[config.mk]
export PLATFORM = sky130hd
export DESIGN_NAME = regfile_2r1w_init
export DESIGN_NICKNAME = d
export VERILOG_FILES = /design/src/rtl/regfile_pkg.sv /design/src/rtl/regfile_clear_fsm.sv /design/src/rtl/regfile_2r1w_init.sv
export SDC_FILE = /design/constraint.sdc
export NUM_CORES = 1
export LEC_CHECK = 0
export CORE_MARGIN = 2
export CORE_UTILIZATION = 55
export CTS_BUF_LIST = sky130_fd_sc_hd__clkbuf_16
export DETAILED_ROUTE_END_ITERATION = 12
export PLACE_DENSITY = 0.72
export SYNTH_ARGS = -nofsm -noshare
export SYNTH_HDL_FRONTEND = slang
export SYNTH_HIERARCHICAL = 1
export SYNTH_SLANG_ARGS = --single-unit
export TNS_END_PERCENT = 30
[constraint.sdc]
create_clock -name clk -period 2.95 [get_ports clk]
set_input_delay 0.4425 -clock clk [delete_from_list [all_inputs] [get_ports clk]]
set_output_delay 0.4425 -clock clk [all_outputs]
set_load 0.01 [all_outputs]
[src/rtl/regfile_pkg.sv]
// Shared types and default sizing for the two-read, one-write register file.
package regfile_pkg;

  typedef enum logic {
    CLEAR = 1'b0,
    IDLE  = 1'b1
  } state_e;

  localparam int DEF_DATA_W = 16;
  localparam int DEF_ADDR_W = 5;
  localparam int NUM_RD     = 2;

endpackage

[src/rtl/regfile_clear_fsm.sv]
// Clear engine: walks every entry after reset or on request; owns the array
// write port while clearing.
module regfile_clear_fsm
  import regfile_pkg::*;
#(
  parameter int ADDR_W = DEF_ADDR_W
) (
  input  logic              clk,
  input  logic              rst_n,
  input  logic              clear_req,
  output logic              ready,
  output logic              clear_sel,
  output logic [ADDR_W-1:0] clear_idx
);

  state_e            state, state_nxt;
  logic [ADDR_W-1:0] idx_nxt;

  always_ff @(posedge clk or negedge rst_n) begin
    if (!rst_n) begin
      state     <= CLEAR;
      clear_idx <= '0;
    end else begin
      state     <= state_nxt;
      clear_idx <= idx_nxt;
    end
  end

  always_comb begin
    state_nxt = state;
    idx_nxt   = clear_idx;
    case (state)
      CLEAR: begin
        // Counter wraps to 0 on the last entry, leaving it ready for a later clear.
        idx_nxt = clear_idx + ADDR_W'(1);
        if (clear_idx == '1) state_nxt = IDLE;
      end
      IDLE: begin
        if (clear_req) begin
          state_nxt = CLEAR;
          idx_nxt   = '0;
        end
      end
      default: state_nxt = CLEAR;
    endcase
  end

  assign ready     = (state == IDLE);
  assign clear_sel = (state == CLEAR);

endmodule

[src/rtl/regfile_2r1w_init.sv]
// Parametrised 2R1W register file with post-reset clear engine.
// Define REGFILE_BYPASS_EN for write-first forwarding on same-address read/write.
module regfile_2r1w_init
  import regfile_pkg::*;
#(
  parameter int DATA_W   = DEF_DATA_W,
  parameter int ADDR_W   = DEF_ADDR_W,
  parameter int ZERO_REG = 0
) (
  input  logic              clk,
  input  logic              rst_n,
  input  logic              clear_req,
  output logic              ready,
  input  logic              rd_en_a,
  input  logic [ADDR_W-1:0] rd_addr_a,
  output logic [DATA_W-1:0] rd_data_a,
  output logic              rd_valid_a,
  input  logic              rd_en_b,
  input  logic [ADDR_W-1:0] rd_addr_b,
  output logic [DATA_W-1:0] rd_data_b,
  output logic              rd_valid_b,
  input  logic              wr_en,
  input  logic [ADDR_W-1:0] wr_addr,
  input  logic [DATA_W-1:0] wr_data,
  output logic              wr_drop
);

  localparam int DEPTH = 2**ADDR_W;

  logic [DATA_W-1:0] mem [DEPTH];

  logic              clear_sel;
  logic [ADDR_W-1:0] clear_idx;
  logic              usr_we, arr_we;
  logic [ADDR_W-1:0] arr_waddr;
  logic [DATA_W-1:0] arr_wdata;

  logic [NUM_RD-1:0]             rd_en;
  logic [NUM_RD-1:0][ADDR_W-1:0] rd_addr;
  logic [NUM_RD-1:0][DATA_W-1:0] rd_word, rd_q;
  logic [NUM_RD-1:0]             rd_vld_q;

  regfile_clear_fsm #(.ADDR_W(ADDR_W)) u_fsm (
    .clk       (clk),
    .rst_n     (rst_n),
    .clear_req (clear_req),
    .ready     (ready),
    .clear_sel (clear_sel),
    .clear_idx (clear_idx)
  );

  // User writes to the hardwired zero entry vanish without a drop report.
  assign usr_we    = ready && wr_en && !(ZERO_REG != 0 && wr_addr == '0);
  assign arr_we    = clear_sel || usr_we;
  assign arr_waddr = clear_sel ? clear_idx : wr_addr;
  assign arr_wdata = clear_sel ? '0 : wr_data;

  always_ff @(posedge clk) begin
    if (arr_we) mem[arr_waddr] <= arr_wdata;
  end

  assign rd_en   = {rd_en_b, rd_en_a};
  assign rd_addr = {rd_addr_b, rd_addr_a};

  always_comb begin
    for (int p = 0; p < NUM_RD; p++) begin
      rd_word[p] = mem[rd_addr[p]];
`ifdef REGFILE_BYPASS_EN
      if (usr_we && wr_addr == rd_addr[p]) rd_word[p] = wr_data;
`endif
      if (ZERO_REG != 0 && rd_addr[p] == '0) rd_word[p] = '0;
    end
  end

  always_ff @(posedge clk or negedge rst_n) begin
    if (!rst_n) begin
      rd_q     <= '0;
      rd_vld_q <= '0;
      wr_drop  <= 1'b0;
    end else begin
      for (int p = 0; p < NUM_RD; p++) begin
        rd_vld_q[p] <= ready && rd_en[p];
        if (ready && rd_en[p]) rd_q[p] <= rd_word[p];
      end
      wr_drop <= clear_sel && wr_en;
    end
  end

  assign rd_data_a  = rd_q[0];
  assign rd_data_b  = rd_q[1];
  assign rd_valid_a = rd_vld_q[0];
  assign rd_valid_b = rd_vld_q[1];

endmodule

==> results, run 1 <==
- The flow ran to the end, and the final reports show no timing, DRC or antenna violations.
- In this run the worst setup path begins at u_fsm/ready$_DFF_PN0_.
- The data arrival time of the worst path is 2.86 ns.
- Net switching is 30.08% of the power.
- The number of remaining DRC errors is 0.
- The leftover overflow at the end of global routing is 0.
- For this configuration, the core starts out at a cell density of 55.42%.
- The die covers 0.04958 sq mm.
- The critical path in this run is classified as register to register.
- With fillers left out, the area of the finished cells amounts to 0.03054 sq mm.
- Counting every net in the synthesized netlist gives 1773.
- In the final timing run, aggregate negative setup slack is 0 ns.
- Sequential elements use 62.37% of the synthesized area.
- The worst hold path was traced through 3 stages.
- After synthesis, the share of cell area in mux cells is 19.65%.
- The parity-gate share of the synthesized area counting xor and xnor cells is 0.06661%.
- During placement, the flow inserted port buffers numbering 72.
- The placed instances occupy a cell area of 0.02877 sq mm.
- The first-pass GRT wire length is 115800 um.
- STA classifies the critical path startpoint as a register.
- Across all setup checks in the final design, the least slack found is 0.4000 ns.
- The total of cells resized after clock tree synthesis is 0.
- The number of DRC markers after the initial detailed-route iteration is 2219.
- The CTS tree is done.
- The relative slew slack is 13.42%.
- For the pin with the worst max-slew slack, the measured transition is 1.293 ns.
- The Yosys step of the flow raised 6 warnings.
- The average wire per standard cell is 31.55 um.
- The source-to-sink clock delay at the later pin of the worst-skew pair is 0.62 ns.
- The half-perimeter wire length after detailed placement is 51850 um.
- The number of antenna repair diodes is 0.
- The number of levels the H-tree was split into is 2.
- The type of destination of the critical path is a register.
- The cell at the root of the clock tree is sky130_fd_sc_hd__clkbuf_16.
- Summing the areas of all compound-gate instances in the mapped netlist gives 12.21% of the synthesized area.
- The register share of total power is 47.4%.
- The mapped netlist covers 0.02630 sq mm.
- In the final layout, the share of cells above drive strength 1 is 16.79%.
- The final hold violation count was 0.
- The worst ir drop on vdd is 610.8 uV.
- The internal portion of the total power is 15.81 mW.
- By instance count, the leading cell after synthesis is sky130_fd_sc_hd__mux2i_1.
- The startpoint identified for the worst hold timing path is rd_en_a.
- Row generation in the floorplan step produced 80 rows.
- The highest clock frequency the design can meet is 392.2 MHz.
- Detailed routing inserted a total of 17490 vias.
- By area the synthesized netlist is led by sky130_fd_sc_hd__edfxtp_1 (58%), sky130_fd_sc_hd__mux2i_1 (20%), sky130_fd_sc_hd__dfrtp_1 (3.9%).
- The wire length reported by the detailed router is 80290 um.
- The share of async-settable or async-resettable flops after synthesis is 7.414%.
- The net switching power is 6.801 mW.
- The die boundary width is 222.7 um.
- The commonest cells after synthesis are sky130_fd_sc_hd__mux2i_1 (514), sky130_fd_sc_hd__edfxtp_1 (512), sky130_fd_sc_hd__a22oi_1 (128), sky130_fd_sc_hd__a21oi_1 (64), sky130_fd_sc_hd__a22o_1 (64).
- The primary flip-flop cell chosen by synthesis mapping is sky130_fd_sc_hd__edfxtp_1.
- The count of max-cap constraint violations is 0.
- The minimum period implied by the final worst setup slack is 2.550 ns.
- The required time reported for the critical path endpoint is 3.26 ns.
- The final critical-path share of the clock period is 86.44%.
- The number of global-route vias before repair is 17510.
- Summed over its instances, the top area cell type makes up 58.47% of the synthesized netlist area.
- Of all nets on the critical path, the largest fanout is 26.
- The cell accounting for the most synthesized area is sky130_fd_sc_hd__edfxtp_1.
- The worst reg2reg path endpoint is mem[0][2]$_DFFE_PP_.
- The post-placement worst setup slack is 0.1890 ns.
- Synthesis inferred 553 register bits.
- For the worst flop-to-flop path, the logic depth is 6.
- Averaged over all synthesized cells, the footprint is 15.17 sq um.
- The initial antenna violation count is 0.
- Buffers inserted during clock tree synthesis total 57.
- The maximum clock insertion buffer count is 3.
- The number of routed nets with antenna violations is 0.
- The class of the most critical hold timing path is input pin to register.
- The destination of the worst hold path is rd_vld_q[0]$_DFF_PN0_.
- On the final layout, the worst clock skew is 0.02132 ns.
- The number of fillers in the final layout is 3404.
- The start of the worst register-to-register path is u_fsm/ready$_DFF_PN0_.
- The number of primary I/O pins is 73.
- Counting flops with a built-in enable in the synthesized netlist gives 512.
- The adder and majority gate portion of the synthesized area is 0.09516%.
- Clock-pin slew was measured on the worst setup and hold paths at 0.06 ns.
- The reported leakage power is 11.73 nW.
- The iteration count of the initial detailed-routing pass is 6.
- The weighted congestion at the end of routability-driven global placement is 0.9469.
- The area inside the core boundary is 0.04745 sq mm.
- The number of library cell types mapped by synthesis is 38.
- In this run the register-to-register setup slack is 0.40 ns.
- The final layout contains 1921 nets.
- The power density relative to cell area is 740.2 mW/mm^2.
- The clock network accounts for 30.2% of the total power.
- The main combinational cell family by area after synthesis is multiplexers.
- The per-cell via count in the routed design is 6.872.
- Setup repair after global routing left no endpoint under its margin.
- In the synthesized netlist, the number of instances is 1734.
- The proportion of power drawn by combinational gates is 22.3%.
- The final number of setup-violating endpoints is 0.
- The number of sinks on the clock net is 553.
- In the global route stage, overall resource usage came out at 32.37%.
- Entering global routing, the biggest net connects 55 pins.
- The die is 222.7 um tall.
- After Yosys synthesis, and, or, nand and nor cells account for 2.108% of the synthesized area.
- From synthesis to final layout, the design area changed by 16.13%.
- The max-slew violation count is 0.
-- worst max-delay path, stage by stage, from the launching register on --
cell and delay, ns:
sky130_fd_sc_hd__dfrtp_1 0.38, sky130_fd_sc_hd__inv_2 0.39, sky130_fd_sc_hd__inv_1 0.09, sky130_fd_sc_hd__o21ai_0 0.25, sky130_fd_sc_hd__nand2_1 0.44, sky130_fd_sc_hd__nor2_2 0.42
sky130_fd_sc_hd__buf_12 0.24
-- layout by cell type (no fill, tap or decap), types with 4 or more instances in the layout --
master	netlist	final
sky130_fd_sc_hd__mux2i_1	514	514
sky130_fd_sc_hd__edfxtp_1	512	512
sky130_fd_sc_hd__a22oi_1	128	128
sky130_fd_sc_hd__buf_4	38	106
sky130_fd_sc_hd__clkdlybuf4s50_1	0	69
sky130_fd_sc_hd__a21oi_1	64	64
sky130_fd_sc_hd__a22o_1	64	64
sky130_fd_sc_hd__a221oi_1	61	61
sky130_fd_sc_hd__clkbuf_16	0	59
sky130_fd_sc_hd__nand2_1	52	50
sky130_fd_sc_hd__buf_12	6	45
sky130_fd_sc_hd__dfrtp_1	41	41
sky130_fd_sc_hd__o22ai_1	34	34
sky130_fd_sc_hd__nor2_2	0	32
sky130_fd_sc_hd__o41ai_2	29	29
sky130_fd_sc_hd__inv_1	6	26
sky130_fd_sc_hd__nor2b_2	0	16
sky130_fd_sc_hd__clkinv_1	0	14
sky130_fd_sc_hd__clkinv_2	0	7
sky130_fd_sc_hd__nand2b_1	5	5
sky130_fd_sc_hd__o32ai_1	4	4
sky130_fd_sc_hd__nor2b_4	0	4
-- routing by layer --
| metal | up-vias | wire length [um] | global-route usage (%) |
|---|---|---|---|
| met5 | - | 0 | 0 |
| met2 | 1109 | 37990 | 51.86 |
| li1 | 7328 | - | - |
| met1 | 8776 | 29430 | 42.28 |
| met4 | 0 | 4886 | 18.01 |
| met3 | 275 | 7974 | 5.422 |
-- flip-flops by register name (all words and copies together) (netlist names) --
signal / cells
rd_vld_q: 2
u_fsm/clear_idx: 5
rd_data_b: 16
u_fsm/ready: 1
rd_data_a: 16
mem: 512
wr_drop: 1
-- layout make-up --
type	instances	area, sq um	share of cell area, %
tap	615	769.5	2.520
sequential	553	16400	53.70
multi-input combinational	1039	9148	29.95
clock inverter	48	286.5	0.9382
inverter	7	26.28	0.08604
timing repair buffer	224	2432	7.965
clock buffer	59	1476	4.834
-- how the worst max path moves through the flow --
stage                                      endpoint  cells after the start
after floorplan                mem[17][0]$_DFFE_PP_                      5
after global placement    rd_data_a[13]$_DFFE_PN0P_                      7
after detailed placement   rd_data_a[8]$_DFFE_PN0P_                      7
after CTS                      mem[0][15]$_DFFE_PP_                      6
after global routing            mem[0][2]$_DFFE_PP_                      6
final                           mem[0][2]$_DFFE_PP_                      6
-- cells by family (layout without fill, tap and decap cells) --
group / count (synthesis) / count (layout)
AOI/OAI and AO/OA: 396 / 396
xor gates and xnor gates: 2 / 2
adders and majority gates: 2 / 2
buffers and inverters: 142 / 338
DFF: 553 / 553
muxes: 516 / 516
and+or+nand+nor: 123 / 123
-- power by group through the flow --
stage	Sequential, mW	Combinational, mW	Clock (mW)
final	10.7	5.04	6.84
after global routing	10.8	5.27	7.17
after CTS	10.7	4.99	6.86
after detailed placement	10.8	4.97	0
after global placement	10.8	4.86	0
after floorplan	10.7	2.49	0
-- repair_timing --
item	4_1_cts	5_1_grt
endpoints found under the hold margin	17	0
setup buffers	0	0
hold buffers	1	0
setup endpoints to repair	0	0
-- through the flow --
stage / instances / utilization [%] / power, mW / hold slack, ns
finish: 2545 / 64.37 / 22.61 / 0.4033
global route: 2545 / 64.37 / 23.25 / 0.4069
CTS: 2545 / 64.37 / 22.55 / 0.3839
detailed placement: 2437 / 60.63 / 15.82 / 0.4815
global placement: 2437 / 60.63 / 15.65 / 0.4825
floorplan: 1734 / - / 13.16 / 0.1469
Note: power is estimated with default switching activity, not from simulation.
==> inputs of run 2 (changes only) <==
--- a/config.mk
+++ b/config.mk
@@ -6,12 +6,11 @@
 export NUM_CORES = 1
 export LEC_CHECK = 0
 export CORE_MARGIN = 2
-export CORE_UTILIZATION = 55
+export CORE_UTILIZATION = 62
 export CTS_BUF_LIST = sky130_fd_sc_hd__clkbuf_16
 export DETAILED_ROUTE_END_ITERATION = 12
-export PLACE_DENSITY = 0.72
+export PLACE_DENSITY = 0.8
 export SYNTH_ARGS = -nofsm -noshare
 export SYNTH_HDL_FRONTEND = slang
-export SYNTH_HIERARCHICAL = 1
 export SYNTH_SLANG_ARGS = --single-unit
 export TNS_END_PERCENT = 30
==> run 2 against run 1 <==
Core utilization up 7.4 points; fmax down 7.2%; final cell count down 3.3%; sequential share of layout area up 0.75 points; die area down 11%; worst hold slack worse by 0.013 ns; synthesized area about the same; clock-buffer cell count down 4; critical path depth down 4; clock skew down 0.0023 ns; design area down 1.4%; largest power group unchanged.
==> results, run 2 <==
- Status: finished clean (unchanged).
- Biggest area contributors in the synthesized netlist: sky130_fd_sc_hd__edfxtp_1 (58%), sky130_fd_sc_hd__mux2i_1 (20%), sky130_fd_sc_hd__dfrtp_1 (3.9%) (unchanged).
- The count of yosys warnings during synthesis is 0 (was 6).
- The post-layout total power was 21.96 mW (was 22.61 mW).
- The number of primary I/O pins is 73 (unchanged).
- The mean instance size in the synthesized netlist came to 15.15 sq um (was 15.17 sq um).
- The largest register by flop count was mem (unchanged).
- The category of cells accounting for the largest share of critical-path delay is buffers and inverters (was simple AND/OR/NAND/NOR gates).
- The weighted congestion at the end of routability-driven global placement is 0.9507 (was 0.9469).
- The type of origin of the critical path is a register (unchanged).
- The category of the critical setup timing path is register to output port (was register to register).
- The peak fanout along the critical path is 19 (was 26).
- The max-slew violation count is 0 (unchanged).
- The internal power consumption came to 15.47 mW (was 15.81 mW).
- The worst-case clock skew was 0.01906 ns (was 0.02132 ns).
- The total number of nets in the final design is 1916 (was 1921).
- The die boundary width came to 210.0 um (was 222.7 um).
- The type of destination of the critical path was an output port (was register).
- The minimum period implied by the final worst setup slack is 2.747 ns (was 2.550 ns).
- The count of port buffers added during placement was 72 (unchanged).
- The final standard cell utilization of the core is 71.80% (was 64.37%).
- The leftover overflow at the end of global routing was 0 (unchanged).
- The number of flops mapped to enable cells by yosys is 512 (unchanged).
- The average wire per standard cell is 30.45 um (was 31.55 um).
- The register share of total power came to 48.7% (was 47.4%).
- The final number of setup-violating endpoints is 0 (unchanged).
- The class of the most critical hold timing path is input pin to asynchronous set/reset pin (was input pin to register).
- The number of global-route vias before repair was 17490 (was 17510).
- The per-cell via count in the routed design was 7.077 (was 6.872).
- The required time reported for the critical path endpoint is 2.51 ns (was 3.26 ns).
- The switching power as a share of total power came to 29.56% (was 30.08%).
- The total number of placement rows is 75 (was 80).
- The wire length reported by the detailed router is 74950 um (was 80290 um).
- The cell at the root of the clock tree is sky130_fd_sc_hd__clkbuf_16 (unchanged).
- Setup repair after global routing missed its margin: no (unchanged).
- The largest net degree at the start of global routing was 64 (was 55).
- The net switching power is 6.492 mW (was 6.801 mW).
- The cell accounting for the most synthesized area is sky130_fd_sc_hd__edfxtp_1 (unchanged).
- The maximum clock insertion buffer count was 3 (unchanged).
- The area inside the core boundary came to 0.04195 sq mm (was 0.04745 sq mm).
- The number of library cell types mapped by synthesis is 38 (unchanged).
- The share of async-settable or async-resettable flops after synthesis is 7.414% (unchanged).
- The source-to-sink clock delay at the later pin of the worst-skew pair was 0.62 ns (about the same).
- The reported leakage power was 11.58 nW (was 11.73 nW).
- The primary flip-flop cell chosen by synthesis mapping is sky130_fd_sc_hd__edfxtp_1 (unchanged).
- The data arrival time of the worst path came to 2.30 ns (was 2.86 ns).
- The commonest non-fill, non-tap cell in the layout is sky130_fd_sc_hd__mux2i_1 (unchanged).
- The most numerous cell in the Yosys netlist is sky130_fd_sc_hd__mux2i_1 (unchanged).
- The flip-flop count of the largest register, all copies and words added is 512 (unchanged).
- The CTS tree is done (unchanged).
- The critical path's slowest cell was sky130_fd_sc_hd__dfrtp_1 (was sky130_fd_sc_hd__nand2_1).
- The final critical-path share of the clock period is 93.13% (was 86.44%).
- The synthesized netlist net count was 1776 (was 1773).
- The number of levels the H-tree was split into is 2 (unchanged).
- The buffer and inverter count on the worst path is 2 (was 3).
- The highest clock frequency the design can meet came to 364.0 MHz (was 392.2 MHz).
- The share of the synthesized area in the top cell type is 58.42% (was 58.47%).
- The first-pass GRT wire length is 110800 um (was 115800 um).
- The total of flip-flops plus latches after synthesis is 553 (unchanged).
- Most frequent cells in the layout: sky130_fd_sc_hd__mux2i_1 (514), sky130_fd_sc_hd__edfxtp_1 (512), sky130_fd_sc_hd__a22oi_1 (128), sky130_fd_sc_hd__buf_4 (116), sky130_fd_sc_hd__clkdlybuf4s50_1 (69) (was sky130_fd_sc_hd__mux2i_1 (514), sky130_fd_sc_hd__edfxtp_1 (512), sky130_fd_sc_hd__a22oi_1 (128), sky130_fd_sc_hd__buf_4 (106), sky130_fd_sc_hd__clkdlybuf4s50_1 (69)).
- The clock edge transition at the registers on the reported setup and hold paths was 0.07 ns (was 0.06 ns).
- The power density relative to cell area is 729.2 mW/mm^2 (was 740.2 mW/mm^2).
- The total die area came to 0.04411 sq mm (was 0.04958 sq mm).
- The count of max-cap constraint violations is 0 (unchanged).
- The number of DRC markers after the initial detailed-route iteration came to 1913 (was 2219).
- The proportion of power drawn by combinational gates came to 21.6% (was 22.3%).
- The number of antenna repair diodes was 0 (unchanged).
- The worst ir drop on vdd was 654.5 uV (was 610.8 uV).
- The clock share of power is 29.7% (was 30.2%).
- The initial antenna violation count is 3 (was 0).
- The clock buffer count from CTS is 54 (was 57).
- The sequential fraction of the synthesis area is 62.32% (was 62.37%).
- The gate count after technology mapping was 1737 (was 1734).
- The routed via count is 17420 (was 17490).
- The combined global-route utilization of all metal layers came to 34.20% (was 32.37%).
- The share of final-layout standard cells stronger than drive strength 1 came to 15.61% (was 16.79%).
- The relative slew slack is 19.45% (was 13.42%).
- The setup fix buffers added after clock tree synthesis is 0 (unchanged).
- The number of remaining DRC errors is 0 (unchanged).
- The initial core utilization is 62.74% (was 55.42%).
- The number of routed nets with antenna violations is 0 (unchanged).
- The final hold slack is 0.3900 ns (was 0.4033 ns).
- Ordered cell list for the critical path: buf_4 > clkdlybuf4s50_1 (was inv_2 > inv_1 > o21ai_0 > nand2_1 > nor2_2 > buf_12).
- The iteration count of the initial detailed-routing pass is 5 (was 6).
- The number of sinks on the clock net was 553 (unchanged).
- The slew at the pin closest to its max-slew limit came to 1.208 ns (was 1.293 ns).
- The number of hold buffers added after cts is 1 (unchanged).
- The total of cells resized after clock tree synthesis came to 0 (unchanged).
- The final hold violation count is 0 (unchanged).
- The overall die height is 210.0 um (was 222.7 um).
- The largest stage delay on the critical path came to 0.81 ns (was 0.44 ns).
- The non-filler instance count after layout is 2461 (was 2545).
- The number of cells after detailed placement came to 2359 (was 2437).
- Commonest cells in the synthesized netlist: sky130_fd_sc_hd__mux2i_1 (514), sky130_fd_sc_hd__edfxtp_1 (512), sky130_fd_sc_hd__a22oi_1 (128), sky130_fd_sc_hd__a21oi_1 (65), sky130_fd_sc_hd__a22o_1 (64) (was sky130_fd_sc_hd__mux2i_1 (514), sky130_fd_sc_hd__edfxtp_1 (512), sky130_fd_sc_hd__a22oi_1 (128), sky130_fd_sc_hd__a21oi_1 (64), sky130_fd_sc_hd__a22o_1 (64)).
- The netlist area before placement came to 0.02632 sq mm (was 0.02630 sq mm).
- The accumulated negative setup slack was 0 ns (unchanged).
- The half-perimeter wire length after detailed placement came to 47640 um (was 51850 um).
- The synthesis-to-layout area growth is 14.43% (was 16.13%).
## run 2: metal layers
layer,vias to the layer above,global-route usage [%],wire [um]
met5,-,0,13
met4,2,15.28,3449
met3,252,7.151,8937
met2,1290,53.72,34680
met1,8557,46.57,27870
li1,7315,-,-
## run 2: area by class of cell
type                    count  area [sq um]
multi-input cells        1039          9112
clock inverters            46         275.3
well taps                 539         674.4
repair buffers            221          2247
clock buffers              55          1376
inverters                   8         30.03
flip-flops and latches    553         16400
fillers                  2607         11830
## run 2: worst register-to-register path, stage by stage, from the launching register on
cell,delay [ns]
sky130_fd_sc_hd__dfrtp_1,0.65
sky130_fd_sc_hd__o32ai_1,0.82
sky130_fd_sc_hd__nand2_1,0.32
sky130_fd_sc_hd__nor2_2,0.16
sky130_fd_sc_hd__buf_4,0.38
## run 2: cells by family (layout without fill, tap and decap cells)
logic type      Yosys count  count (layout)  share of synthesized area (%)
flops                   553             553                          62.32
fa+ha+maj                 2               2                        0.09507
buf+inv                 145             330                          3.551
xor+xnor                  2               2                        0.06657
compound gates          397             397                          12.27
simple gates            123             123                          2.106
mux                     515             515                          19.59
## run 2: power by group through the flow
stage / Clock, mW / Sequential, mW / Combinational, mW
2_1_floorplan: 0 / 10.6 / 2.45
3_3_place_gp: 0 / 10.7 / 4.53
3_5_place_dp: 0 / 10.8 / 4.65
4_1_cts: 6.56 / 10.7 / 4.68
5_1_grt: 6.84 / 10.8 / 4.99
6_report: 6.53 / 10.7 / 4.74
## run 2: worst paths after layout
path,startpoint,to,slack [ns],cells past startpoint
min reg2reg,rd_data_b[11]$_DFFE_PN0P_,rd_data_b[11]$_DFFE_PN0P_,0.50,2
min in group clk,rd_data_b[11]$_DFFE_PN0P_,rd_data_b[11]$_DFFE_PN0P_,0.50,2
max,u_fsm.ready$_DFF_PN0_,ready,0.20,2
max reg2reg,u_fsm.ready$_DFF_PN0_,mem[27][10]$_DFFE_PP_,0.26,4
min,rst_n,rd_data_b[3]$_DFFE_PN0P_,0.39,2
max in group asynchronous,rst_n,rd_data_b[5]$_DFFE_PN0P_,1.79,3
## run 2: through the flow
stage / setup slack [ns] / instance area, sq um
global route: 0.1607 / 30120
finish: 0.2027 / 30120
detailed placement: 0.1636 / 28450
floorplan: 0.4353 / 26320
global placement: 0.2443 / 28450
CTS: 0.2285 / 30120
==> inputs of run 3 (changes only) <==
--- a/config.mk
+++ b/config.mk
@@ -9,6 +9,7 @@
 export CORE_UTILIZATION = 62
 export CTS_BUF_LIST = sky130_fd_sc_hd__clkbuf_16
 export DETAILED_ROUTE_END_ITERATION = 12
+export GPL_ROUTABILITY_DRIVEN = 0
 export PLACE_DENSITY = 0.8
 export SYNTH_ARGS = -nofsm -noshare
 export SYNTH_HDL_FRONTEND = slang
==> results of run 3 <==
No change in the layout: final DEF, timing and power equal those of run 2.
